File: src/rtl/input_event_queue_pkg.sv
// Shared definitions for the spike-event queues (input, aux and out queues).
// Holds the default field widths and the packed event-entry width so that all
// queue flavours agree on the {BT, NID} entry layout.
package input_event_queue_pkg;

  // Biological time: integer part plus DELTAT_WIDTH fractional bits.
  localparam int BT_WIDTH_DEF        = 36;
  localparam int DELTAT_WIDTH_DEF    = 4;
  localparam int NEURON_ID_WIDTH_DEF = 10;
  localparam int DEPTH_DEF           = 16;
  localparam int ADDR_WIDTH_DEF      = 4;

  // Packed entry layout: {BT, NID}, BT in the upper bits.
  localparam int ENTRY_WIDTH_DEF = BT_WIDTH_DEF + NEURON_ID_WIDTH_DEF;

  typedef logic [ENTRY_WIDTH_DEF-1:0] eventWord_t;

endpackage

File: src/rtl/input_event_queue_if.sv
// Handshake/bus bundle between SysControl (master) and the input event queue
// (slave).
//   master drives: QueueEnable, Enqueue, Dequeue, BT_In, NID_In
//   slave drives : BT_Head, NID_Head, IsQueueFull, IsQueueEmpty, Count,
//                  Overflow, Underflow, OrderError
interface input_event_queue_if
  import input_event_queue_pkg::*;
#(
  parameter int BT_WIDTH        = BT_WIDTH_DEF,
  parameter int NEURON_ID_WIDTH = NEURON_ID_WIDTH_DEF,
  parameter int ADDR_WIDTH      = ADDR_WIDTH_DEF
);

  logic                       QueueEnable;
  logic                       Enqueue;
  logic                       Dequeue;
  logic [BT_WIDTH-1:0]        BT_In;
  logic [NEURON_ID_WIDTH-1:0] NID_In;

  logic [BT_WIDTH-1:0]        BT_Head;
  logic [NEURON_ID_WIDTH-1:0] NID_Head;
  logic                       IsQueueFull;
  logic                       IsQueueEmpty;
  logic [ADDR_WIDTH:0]        Count;
  logic                       Overflow;
  logic                       Underflow;
  logic                       OrderError;

  modport master (
    output QueueEnable, Enqueue, Dequeue, BT_In, NID_In,
    input  BT_Head, NID_Head, IsQueueFull, IsQueueEmpty, Count,
           Overflow, Underflow, OrderError
  );

  modport slave (
    input  QueueEnable, Enqueue, Dequeue, BT_In, NID_In,
    output BT_Head, NID_Head, IsQueueFull, IsQueueEmpty, Count,
           Overflow, Underflow, OrderError
  );

endinterface

File: src/rtl/input_event_queue_mem.sv
// Register-file storage for the event queues: DEPTH entries, one synchronous
// write port and one combinational read port (used for first-word-fall-through
// head visibility). Contents are not reset.
//   Clock  : rising-edge clock
//   wrEn   : write wrData into entry wrAddr at the next edge
//   wrAddr : write pointer
//   wrData : packed {BT, NID} entry
//   rdAddr : read pointer
//   rdData : entry at rdAddr, combinational
module event_queue_mem
  import input_event_queue_pkg::*;
#(
  parameter int WIDTH      = ENTRY_WIDTH_DEF,
  parameter int DEPTH      = DEPTH_DEF,
  parameter int ADDR_WIDTH = ADDR_WIDTH_DEF
) (
  input  logic                  Clock,
  input  logic                  wrEn,
  input  logic [ADDR_WIDTH-1:0] wrAddr,
  input  logic [WIDTH-1:0]      wrData,
  input  logic [ADDR_WIDTH-1:0] rdAddr,
  output logic [WIDTH-1:0]      rdData
);

  logic [WIDTH-1:0] memArray [DEPTH];

  always_ff @(posedge Clock) begin
    if (wrEn) begin
      memArray[wrAddr] <= wrData;
    end
  end

  assign rdData = memArray[rdAddr];

endmodule

File: src/rtl/input_event_queue.sv
// Time-ordered FIFO of external input spike events, upstream of SysControl and
// the input router. The head entry is always visible so SysControl can compare
// BT_Head against current BT before dequeuing.
//   Clock : rising-edge clock
//   Reset : synchronous, active-low; clears pointers, count, last-BT and flags
//   q     : slave side of input_event_queue_if (push/pop controls, head,
//           full/empty/count and sticky Overflow/Underflow/OrderError)
module input_event_queue
  import input_event_queue_pkg::*;
#(
  parameter int BT_WIDTH        = BT_WIDTH_DEF,
  parameter int NEURON_ID_WIDTH = NEURON_ID_WIDTH_DEF,
  parameter int DEPTH           = DEPTH_DEF,
  parameter int ADDR_WIDTH      = ADDR_WIDTH_DEF
) (
  input  logic               Clock,
  input  logic               Reset,
  input_event_queue_if.slave q
);

  localparam int ENTRY_WIDTH = BT_WIDTH + NEURON_ID_WIDTH;
  localparam logic [ADDR_WIDTH:0] FULL_COUNT = (ADDR_WIDTH+1)'(DEPTH);

  logic [ADDR_WIDTH-1:0]  wrPtr;
  logic [ADDR_WIDTH-1:0]  rdPtr;
  logic [ADDR_WIDTH:0]    count;
  logic [BT_WIDTH-1:0]    lastBt;
  logic                   overflowFlag;
  logic                   underflowFlag;
  logic                   orderErrorFlag;

  logic                   isFull;
  logic                   isEmpty;
  logic                   pushOk;
  logic                   popOk;
  logic [ENTRY_WIDTH-1:0] headWord;

  assign isFull  = (count == FULL_COUNT);
  assign isEmpty = (count == '0);

  // A push into a full queue is allowed when the head leaves in the same
  // cycle; the write lands on the slot being vacated (wrPtr == rdPtr).
  assign pushOk = q.QueueEnable && q.Enqueue && (!isFull || q.Dequeue);
  assign popOk  = q.QueueEnable && q.Dequeue && !isEmpty;

  event_queue_mem #(
    .WIDTH      (ENTRY_WIDTH),
    .DEPTH      (DEPTH),
    .ADDR_WIDTH (ADDR_WIDTH)
  ) uMem (
    .Clock  (Clock),
    .wrEn   (pushOk),
    .wrAddr (wrPtr),
    .wrData ({q.BT_In, q.NID_In}),
    .rdAddr (rdPtr),
    .rdData (headWord)
  );

  always_ff @(posedge Clock) begin
    if (!Reset) begin
      wrPtr          <= '0;
      rdPtr          <= '0;
      count          <= '0;
      lastBt         <= '0;
      overflowFlag   <= 1'b0;
      underflowFlag  <= 1'b0;
      orderErrorFlag <= 1'b0;
    end else if (q.QueueEnable) begin
      if (pushOk) begin
        wrPtr  <= wrPtr + 1'b1;
        lastBt <= q.BT_In;
        if (q.BT_In < lastBt) begin
          orderErrorFlag <= 1'b1;
        end
      end
      if (popOk) begin
        rdPtr <= rdPtr + 1'b1;
      end
      count <= count + {{ADDR_WIDTH{1'b0}}, pushOk} - {{ADDR_WIDTH{1'b0}}, popOk};
      if (q.Enqueue && isFull && !q.Dequeue) begin
        overflowFlag <= 1'b1;
      end
      if (q.Dequeue && isEmpty) begin
        underflowFlag <= 1'b1;
      end
    end
  end

  // Storage is never cleared, so the head is gated to zero when empty.
  assign q.BT_Head      = isEmpty ? '0 : headWord[ENTRY_WIDTH-1:NEURON_ID_WIDTH];
  assign q.NID_Head     = isEmpty ? '0 : headWord[NEURON_ID_WIDTH-1:0];
  assign q.IsQueueFull  = isFull;
  assign q.IsQueueEmpty = isEmpty;
  assign q.Count        = count;
  assign q.Overflow     = overflowFlag;
  assign q.Underflow    = underflowFlag;
  assign q.OrderError   = orderErrorFlag;

endmodule

File: src/flat_wrapper.sv
// flat-port wrapper written by rule: the top's interface ports become plain ports
module input_event_queue_flat import input_event_queue_pkg::*;
#(
  parameter int BT_WIDTH        = BT_WIDTH_DEF,
  parameter int NEURON_ID_WIDTH = NEURON_ID_WIDTH_DEF,
  parameter int DEPTH           = DEPTH_DEF,
  parameter int ADDR_WIDTH      = ADDR_WIDTH_DEF
)
  (Clock, Reset, q_QueueEnable, q_Enqueue, q_Dequeue, q_BT_In, q_NID_In, q_BT_Head, q_NID_Head, q_IsQueueFull, q_IsQueueEmpty, q_Count, q_Overflow, q_Underflow, q_OrderError);
  input_event_queue_if #(.BT_WIDTH(BT_WIDTH), .NEURON_ID_WIDTH(NEURON_ID_WIDTH), .ADDR_WIDTH(ADDR_WIDTH)) q_i ();
  input  logic Clock;
  input  logic Reset;
  input wire logic [$bits(q_i.QueueEnable)-1:0] q_QueueEnable;
  input wire logic [$bits(q_i.Enqueue)-1:0] q_Enqueue;
  input wire logic [$bits(q_i.Dequeue)-1:0] q_Dequeue;
  input wire logic [$bits(q_i.BT_In)-1:0] q_BT_In;
  input wire logic [$bits(q_i.NID_In)-1:0] q_NID_In;
  output wire logic [$bits(q_i.BT_Head)-1:0] q_BT_Head;
  output wire logic [$bits(q_i.NID_Head)-1:0] q_NID_Head;
  output wire logic [$bits(q_i.IsQueueFull)-1:0] q_IsQueueFull;
  output wire logic [$bits(q_i.IsQueueEmpty)-1:0] q_IsQueueEmpty;
  output wire logic [$bits(q_i.Count)-1:0] q_Count;
  output wire logic [$bits(q_i.Overflow)-1:0] q_Overflow;
  output wire logic [$bits(q_i.Underflow)-1:0] q_Underflow;
  output wire logic [$bits(q_i.OrderError)-1:0] q_OrderError;
  assign q_i.QueueEnable = q_QueueEnable;
  assign q_i.Enqueue = q_Enqueue;
  assign q_i.Dequeue = q_Dequeue;
  assign q_i.BT_In = q_BT_In;
  assign q_i.NID_In = q_NID_In;
  assign q_BT_Head = q_i.BT_Head;
  assign q_NID_Head = q_i.NID_Head;
  assign q_IsQueueFull = q_i.IsQueueFull;
  assign q_IsQueueEmpty = q_i.IsQueueEmpty;
  assign q_Count = q_i.Count;
  assign q_Overflow = q_i.Overflow;
  assign q_Underflow = q_i.Underflow;
  assign q_OrderError = q_i.OrderError;
  input_event_queue #(.BT_WIDTH(BT_WIDTH), .NEURON_ID_WIDTH(NEURON_ID_WIDTH), .DEPTH(DEPTH), .ADDR_WIDTH(ADDR_WIDTH)) u_core (.Clock(Clock), .Reset(Reset), .q(q_i));
endmodule
File: config.mk
export PLATFORM = sky130hd
export DESIGN_NAME = input_event_queue_flat
export DESIGN_NICKNAME = d
export VERILOG_FILES = /design/src/rtl/input_event_queue_pkg.sv /design/src/rtl/input_event_queue_if.sv /design/src/rtl/input_event_queue_mem.sv /design/src/rtl/input_event_queue.sv /design/src/flat_wrapper.sv
export SDC_FILE = /design/constraint.sdc
export NUM_CORES = 1
export LEC_CHECK = 0
export ABC_AREA = 1
export ABC_CLOCK_PERIOD_IN_PS = 4200
export CAP_MARGIN = 20
export CORE_ASPECT_RATIO = 1.75
export CORE_MARGIN = 5
export CORE_UTILIZATION = 63
export DETAILED_ROUTE_END_ITERATION = 8
export DONT_BUFFER_PORTS = 1
export PLACE_DENSITY = 0.79
export SYNTH_ARGS = -nofsm -noshare
export SYNTH_HDL_FRONTEND = slang
export SYNTH_SLANG_ARGS = --single-unit
export TNS_END_PERCENT = 1
File: constraint.sdc
create_clock -name Clock -period 4.2 [get_ports Clock]
set_input_delay 0.63 -clock Clock [delete_from_list [all_inputs] [get_ports Clock]]
set_output_delay 0.63 -clock Clock [all_outputs]
set_load 0.1 [all_outputs]
==> flow_summary.yaml, run 1 <==
run_status:
  status: "finished clean"
detailed_routing:
  routed-via-count: 21039
  drtIter0Drc: 2965
  drtPass1Iterations: 8
  met1_length_mm: 28.3
  wl_met3_mm: 7.97
  antenna_left: 0
  routed_wl_mm: 81.3
  highest_layer: "met4"
  viasPerCell: 6.74
  drc: 0
  met2_length_mm: 42.1
  wl_per_cell_um: 26.1
worst_setup_path:
  crit_path_start_kind: "flip-flop"
  rrSetupSlack_ns: 1.10
  worstSetupPathType: "flip-flop to output port"
  r2r-start: "u_core.q.Count[2]"
  arrival_ns: 3.15
  cp-end-kind: "output port"
  r2r-end: "u_core.q.Count[4]"
  cp_slowest_stage_delay_ns: 0.65
  cp_slowest_cell: "dfxtp_4"
  crit_path_end: "q_BT_Head[7]"
  r2r_cells: 20
  crit_chain: "buf_4, o21ai_0, o221ai_1, nand3_1, a21oi_2, buf_4"
  cp_common_cell: "buf_4"
  crit_fanout: 56
  cp.required_ns: 3.57
global_routing:
  grt.total_usage_pct: 29.4
  grt_first_pass_wirelength_mm: 122
  grt_max_degree: 185
  grt_pass1_vias: 20972
  grt_antenna_before_repair: 0
  overflow: 0
placed_design:
  place.gp.congestion: 0.805
  portBuffers: 0
  hpwl_mm: 43.7
  dp_cells: 3007
  dpl_cell_area_mm2: 0.0329
power_and_ir_drop:
  p_int_mw: 12.6
  p_switching_mw: 4.72
  p_leak_nw: 11.4
  power_frac_comb_pct: 15.0
  p_seq_share_pct: 50.6
  max-vdd-ir-drop_mv: 0.393
  p_per_area_mw_per_mm2: 494
  pwr-share-clk_pct: 34.5
  power_switching_share_pct: 27.3
clocking:
  insertion_delay_ns: 0.60
  cts_tree: "yes"
  clock_sinks: 792
  cts.path.max_buffers: 3
  root_buffer: "clkbuf_16"
  post_cts_buffers: 0
  numCtsBuffers: 66
  cts-resized-gates: 0
  h-tree-depth: 3
  clk_pin_slew_ns: 0.07
  cts_hold_buf: 0
floorplan:
  io_pins: 107
  start_util_pct: 63.7
  coreArea_mm2: 0.0496
  die-area_mm2: 0.0549
  num_rows: 108
  die_w_um: 179
  die_h_um: 306
timing:
  rsz0062_at_grt: "false"
  hold_viol_final: 0
  fin_crit_ns: 3.78
  timing.fmax_mhz: 264
  fin_crit_sh_pct: 90.0
  final-setup-viol-count: 0
  maxSlewHeadroom_pct: 26.7
  hold_ws_ns: 0.125
  finClkSkew_ns: 0.0240
  drv_slew: 0
  tightest_slew_ns: 1.10
yosys:
  ys_ff_latch: 792
  syn_inst: 2414
  syn_nets: 2512
  synth.distinct_cells: 29
  avgSynthCellArea_um2: 13.1
  yosys_warnings: 0
  ys_seq_area_share_pct: 73.5
  synthesis.area_mm2: 0.0316
finish:
  num-fill-cells: 3120
  final_cell_mix: "edfxtp_1 (736), nor2_1 (422), o21ai_0 (414)"
  final_cells: 3120
  syn_to_final_growth_pct: 10.7
  postLayoutCellArea_mm2: 0.0350
  post-route-util_pct: 70.6
  finalNetCount: 2513
  diodes: 0
  seqCellArea_mm2: 0.0232
  multi_input_comb_area_mm2: 0.00754
  mostFrequentLayoutCell: "edfxtp_1"
  drive_gt1_share_pct: 10.8
flow_run:
  maxCapViolCount: 0
min_path:
  hold_class: "primary input to flip-flop"
[routing by layer]
| layer | vias up | track usage, % |
|---|---|---|
| met2 | 1335 | 50.3 |
| li1 | 9016 | - |
| met3 | 216 | 5.08 |
| met5 | - | 0 |
| met4 | 0 | 11.7 |
| met1 | 10472 | 37.5 |
[final cells by class]
class                   count  area share [%]
clock buffers              78            5.03
multi-input cells        1373            21.5
clock inverters            35           0.847
well taps                 660            2.36
inverters                  81           0.908
repair buffers            101            2.95
flip-flops and latches    792            66.4
[synth_stat cells]
library cell  instances  area [µm²]
xor2_1                1        8.76
o21ai_1              18        90.1
nor3b_1               2        15.0
nor3_1                2        10.0
inv_1                78         293
nand4_1               4        25.0
o221ai_1            152        1330
inv_2                 2        7.51
buf_2                44         220
o22ai_1              32         200
a21o_1                2        15.0
edfxtp_1            736       22100
nor2_1              439        1650
a31oi_1               2        12.5
dfxtp_1              56        1120
buf_8                 1        15.0
o21ai_0             414        2070
a21oi_1             107         536
buf_6                13         146
buf_4                12        90.1
clkbuf_1             92         345
nand2_1              66         248
o21a_1                1        7.51
inv_6                 1        8.76
buf_1                 6        22.5
fa_1                  1        20.0
nand3_1              83         415
xnor2_1               1        8.76
ha_1                 46         576
[state kept, by name, indices dropped and copies added (netlist names), named ones only]
name / count
u_core.uMem.memArray: 736
u_core.q.Overflow: 1
u_core.wrPtr: 4
u_core.lastBt: 36
u_core.q.OrderError: 1
u_core.rdPtr: 4
u_core.q.Underflow: 1
u_core.q.Count: 5
[how the worst min path moves through the flow]
stage | startpoint | to | cells past startpoint
floorplan | u_core.lastBt[0] | u_core.lastBt[0] | 2
global placement | u_core.lastBt[0] | u_core.lastBt[0] | 2
detailed placement | u_core.lastBt[0] | u_core.lastBt[0] | 2
CTS | q_BT_In[27] | u_core.uMem.memArray[5][37] | 0
global route | q_BT_In[27] | u_core.uMem.memArray[5][37] | 0
finish | q_BT_In[27] | u_core.uMem.memArray[5][37] | 0
[cell families (layout without fill, tap and decap cells)]
family | after synthesis | in the layout | share of synthesized area (%)
buf+inv | 249 | 295 | 3.63
flops | 792 | 792 | 73.5
xor+xnor | 2 | 2 | 0.0554
compound gates | 728 | 728 | 13.5
fa+ha+maj | 47 | 47 | 1.88
simple gates | 596 | 596 | 7.47
[metrics by stage]
step	power, mW	worst slack [ns]	setup TNS [ns]
2_1_floorplan	10.8	-0.281	-37.83
3_3_place_gp	11.4	1.16	0
3_5_place_dp	11.5	1.07	0
4_1_cts	17.3	0.401	0
5_1_grt	17.8	0.292	0
6_report	17.3	0.418	0
[power groups by stage]
| stage | logic (mW) | clock network (mW) | registers, mW |
|---|---|---|---|
| after floorplan | 1.89 | 0 | 8.96 |
| after global placement | 2.49 | 0 | 8.92 |
| after detailed placement | 2.57 | 0 | 8.92 |
| after CTS | 2.58 | 5.99 | 8.75 |
| after global routing | 2.74 | 6.35 | 8.75 |
| final | 2.59 | 5.97 | 8.75 |
[worst max-delay path: cells and delay by family, from the launching register on]
family	cells	cell delay (ns)
buf+inv	2	0.88
compound gates	3	0.82
flops	1	0.65
simple gates	1	0.20
Note: power is estimated with default switching activity, not from simulation.
==> inputs of run 2 (changes only) <==
--- a/config.mk
+++ b/config.mk
@@ -6,14 +6,16 @@
 export NUM_CORES = 1
 export LEC_CHECK = 0
 export ABC_AREA = 1
-export ABC_CLOCK_PERIOD_IN_PS = 4200
+export ABC_CLOCK_PERIOD_IN_PS = 3400
 export CAP_MARGIN = 20
 export CORE_ASPECT_RATIO = 1.75
 export CORE_MARGIN = 5
-export CORE_UTILIZATION = 63
+export CORE_UTILIZATION = 57
 export DETAILED_ROUTE_END_ITERATION = 8
 export DONT_BUFFER_PORTS = 1
-export PLACE_DENSITY = 0.79
+export PLACE_DENSITY = 0.75
+export SKIP_LAST_GASP = 1
+export SLEW_MARGIN = 15
 export SYNTH_ARGS = -nofsm -noshare
 export SYNTH_HDL_FRONTEND = slang
 export SYNTH_SLANG_ARGS = --single-unit
==> constraint.sdc (replaced) <==
create_clock -name Clock -period 3.4 [get_ports Clock]
set_input_delay 0.51 -clock Clock [delete_from_list [all_inputs] [get_ports Clock]]
set_output_delay 0.51 -clock Clock [all_outputs]
set_load 0.1 [all_outputs]
==> flow_summary.yaml, run 2 (same netlist as run 1, synthesis figures left out) <==
run_status:
  status: "finished clean"
clocking:
  cts_tree: "yes"
  h-tree-depth: 3
  clock_sinks: 792
  insertion_delay_ns: 0.60
  clk_pin_slew_ns: 0.07
  root_buffer: "clkbuf_16"
  cts.path.max_buffers: 3
  numCtsBuffers: 67
timing:
  finClkSkew_ns: 0.0258
  fin_setup_tns_ns: 0
  maxSlewHeadroom_pct: 31.4
  hold_viol_final: 0
  drv_slew: 0
  fin_crit_sh_pct: 99.2
  rsz0062_at_grt: "true"
  final-setup-viol-count: 0
  fin_crit_ns: 3.37
  tightest_slew_ns: 1.03
  timing.fmax_mhz: 296
worst_setup_path:
  crit_path_end: "q_BT_Head[24]"
  arrival_ns: 2.86
  worstSetupPathType: "flip-flop to output port"
  cp_slowest_stage_delay_ns: 0.40
  rrSetupSlack_ns: 0.69
  crit_chain: "inv_8, buf_12, o21ai_0, o221ai_1, nand3_1, a21oi_2, buf_12"
  r2r-end: "u_core.q.Count[4]"
  cp_common_cell: "buf_12"
  crit_path_start_kind: "flip-flop"
  crit_fanout: 85
  r2r-start: "u_core.q.Count[2]"
  r2r_cells: 19
  cp_slowest_cell: "dfxtp_4"
  cp.required_ns: 2.89
  cp-end-kind: "output port"
global_routing:
  grt_first_pass_wirelength_mm: 125
  grt.total_usage_pct: 27.2
  grt_antenna_before_repair: 0
  grt_max_degree: 159
  overflow: 0
  grt_pass1_vias: 21034
placed_design:
  dpl_cell_area_mm2: 0.0336
  portBuffers: 0
  hpwl_mm: 43.1
  place.gp.congestion: 0.792
detailed_routing:
  routed_wl_mm: 84.8
  drtPass1Iterations: 6
  viasPerCell: 6.64
  drc: 0
  antenna_left: 0
  routed-via-count: 21538
  drtIter0Drc: 3307
  wl_per_cell_um: 26.1
finish:
  drive_gt1_share_pct: 11.2
  syn_to_final_growth_pct: 15.5
  mostFrequentLayoutCell: "edfxtp_1"
  postLayoutCellArea_mm2: 0.0365
  largest_register: "u_core.uMem.memArray"
  largest_reg_flops: 736
  finalNetCount: 2593
  num-fill-cells: 3623
  final_cell_mix: "edfxtp_1 (736), nor2_1 (422), o21ai_0 (414)"
power_and_ir_drop:
  p_seq_share_pct: 48.3
  p_switching_mw: 6.12
  max-vdd-ir-drop_mv: 0.469
  power_frac_comb_pct: 17.2
  power_switching_share_pct: 27.3
  p_per_area_mw_per_mm2: 614
  p_int_mw: 16.3
  p_leak_nw: 12.0
  pwr-share-clk_pct: 34.5
min_path:
  hold_class: "primary input to flip-flop"
  min-delay-start: "q_NID_In[8]"
floorplan:
  coreArea_mm2: 0.0551
  die_w_um: 188
  start_util_pct: 57.4
  num_rows: 114
  die-area_mm2: 0.0604
  io_pins: 107
  die_h_um: 322
flow_run:
  maxCapViolCount: 0
## run 2: changes by cell type in the layout (fill, tap and decap cells not counted), moves of 2 or more
| cell | delta |
|---|---|
| clkbuf_8 | +3 |
| buf_6 | +2 |
| dlygate4sd3_1 | +68 |
| clkbuf_1 | +6 |
| buf_4 | -32 |
| clkinv_2 | -5 |
| buf_12 | +40 |
| clkinv_4 | +3 |
| dfxtp_1 | -5 |
| dfxtp_2 | +5 |
| clkbuf_16 | +2 |
## run 2: through the flow
| stage | std cells | setup slack (ns) | hold slack, ns | power, mW | util [%] |
|---|---|---|---|---|---|
| after detailed placement | 3053 | 0.594 | 0.449 | 14.7 | 61.0 |
| after global placement | 3053 | 0.699 | 0.431 | 14.6 | 61.0 |
| after floorplan | 2414 | -0.500 | 0.424 | 13.4 | - |
| after global routing | 3244 | -0.0910 | 0.000446 | 23.0 | 66.3 |
| final | 3245 | 0.0269 | 0.0164 | 22.4 | 66.3 |
| after CTS | 3240 | 0.0448 | 0.000200 | 22.4 | 66.2 |
## run 2: area by class of cell
class                      instances  area (µm²)  area share (%)
clock inverter                    33         327           0.895
antenna                            1        2.50         0.00686
tap                              696         871            2.39
multi-input combinational       1373        7540            20.7
timing repair buffer             180        2320            6.37
inverter                          81         318           0.871
clock buffer                      89        1870            5.14
sequential                       792       23200            63.7
## run 2: routing by layer
metal	GRT usage (%)	vias up	part of all wire, %
met3	4.08	271	8.8
met5	0	-	0
met1	33.7	10663	35
met4	13.4	0	5.0
li1	-	9196	-
met2	46.9	1408	51
## run 2: timing repair
item,4_1_cts,5_1_grt
endpoints found under the setup margin,3,22
hold buffers,65,3
resized for setup,1,1
buffers inserted,0,1
endpoints found under the hold margin,538,17
## run 2: power groups by stage
| stage | Combinational, mW | Clock, mW | Sequential (mW) |
|---|---|---|---|
| floorplan | 2.34 | 0 | 11.1 |
| global placement | 3.56 | 0 | 11.0 |
| detailed placement | 3.64 | 0 | 11.0 |
| CTS | 3.82 | 7.76 | 10.8 |
| global route | 4.04 | 8.18 | 10.8 |
| finish | 3.85 | 7.72 | 10.8 |
## run 2: worst min path at each step
stage,slack (ns),endpoint,depth (start not counted)
after CTS,0.0002,u_core.uMem.memArray[3][30],0
after floorplan,0.42,u_core.lastBt[0],2
after detailed placement,0.45,u_core.lastBt[3],2
after global placement,0.43,u_core.lastBt[0],2
final,0.02,u_core.uMem.memArray[0][8],0
after global routing,0.0004,u_core.uMem.memArray[7][28],0
## run 2: worst max-delay path: cells and delay by family (launching register included)
family                 cells  cell delay (ns)
AND/OR/NAND/NOR            1             0.16
flip-flops                 1             0.40
AO/OA/AOI/OAI              3             0.67
buffers and inverters      3             0.94
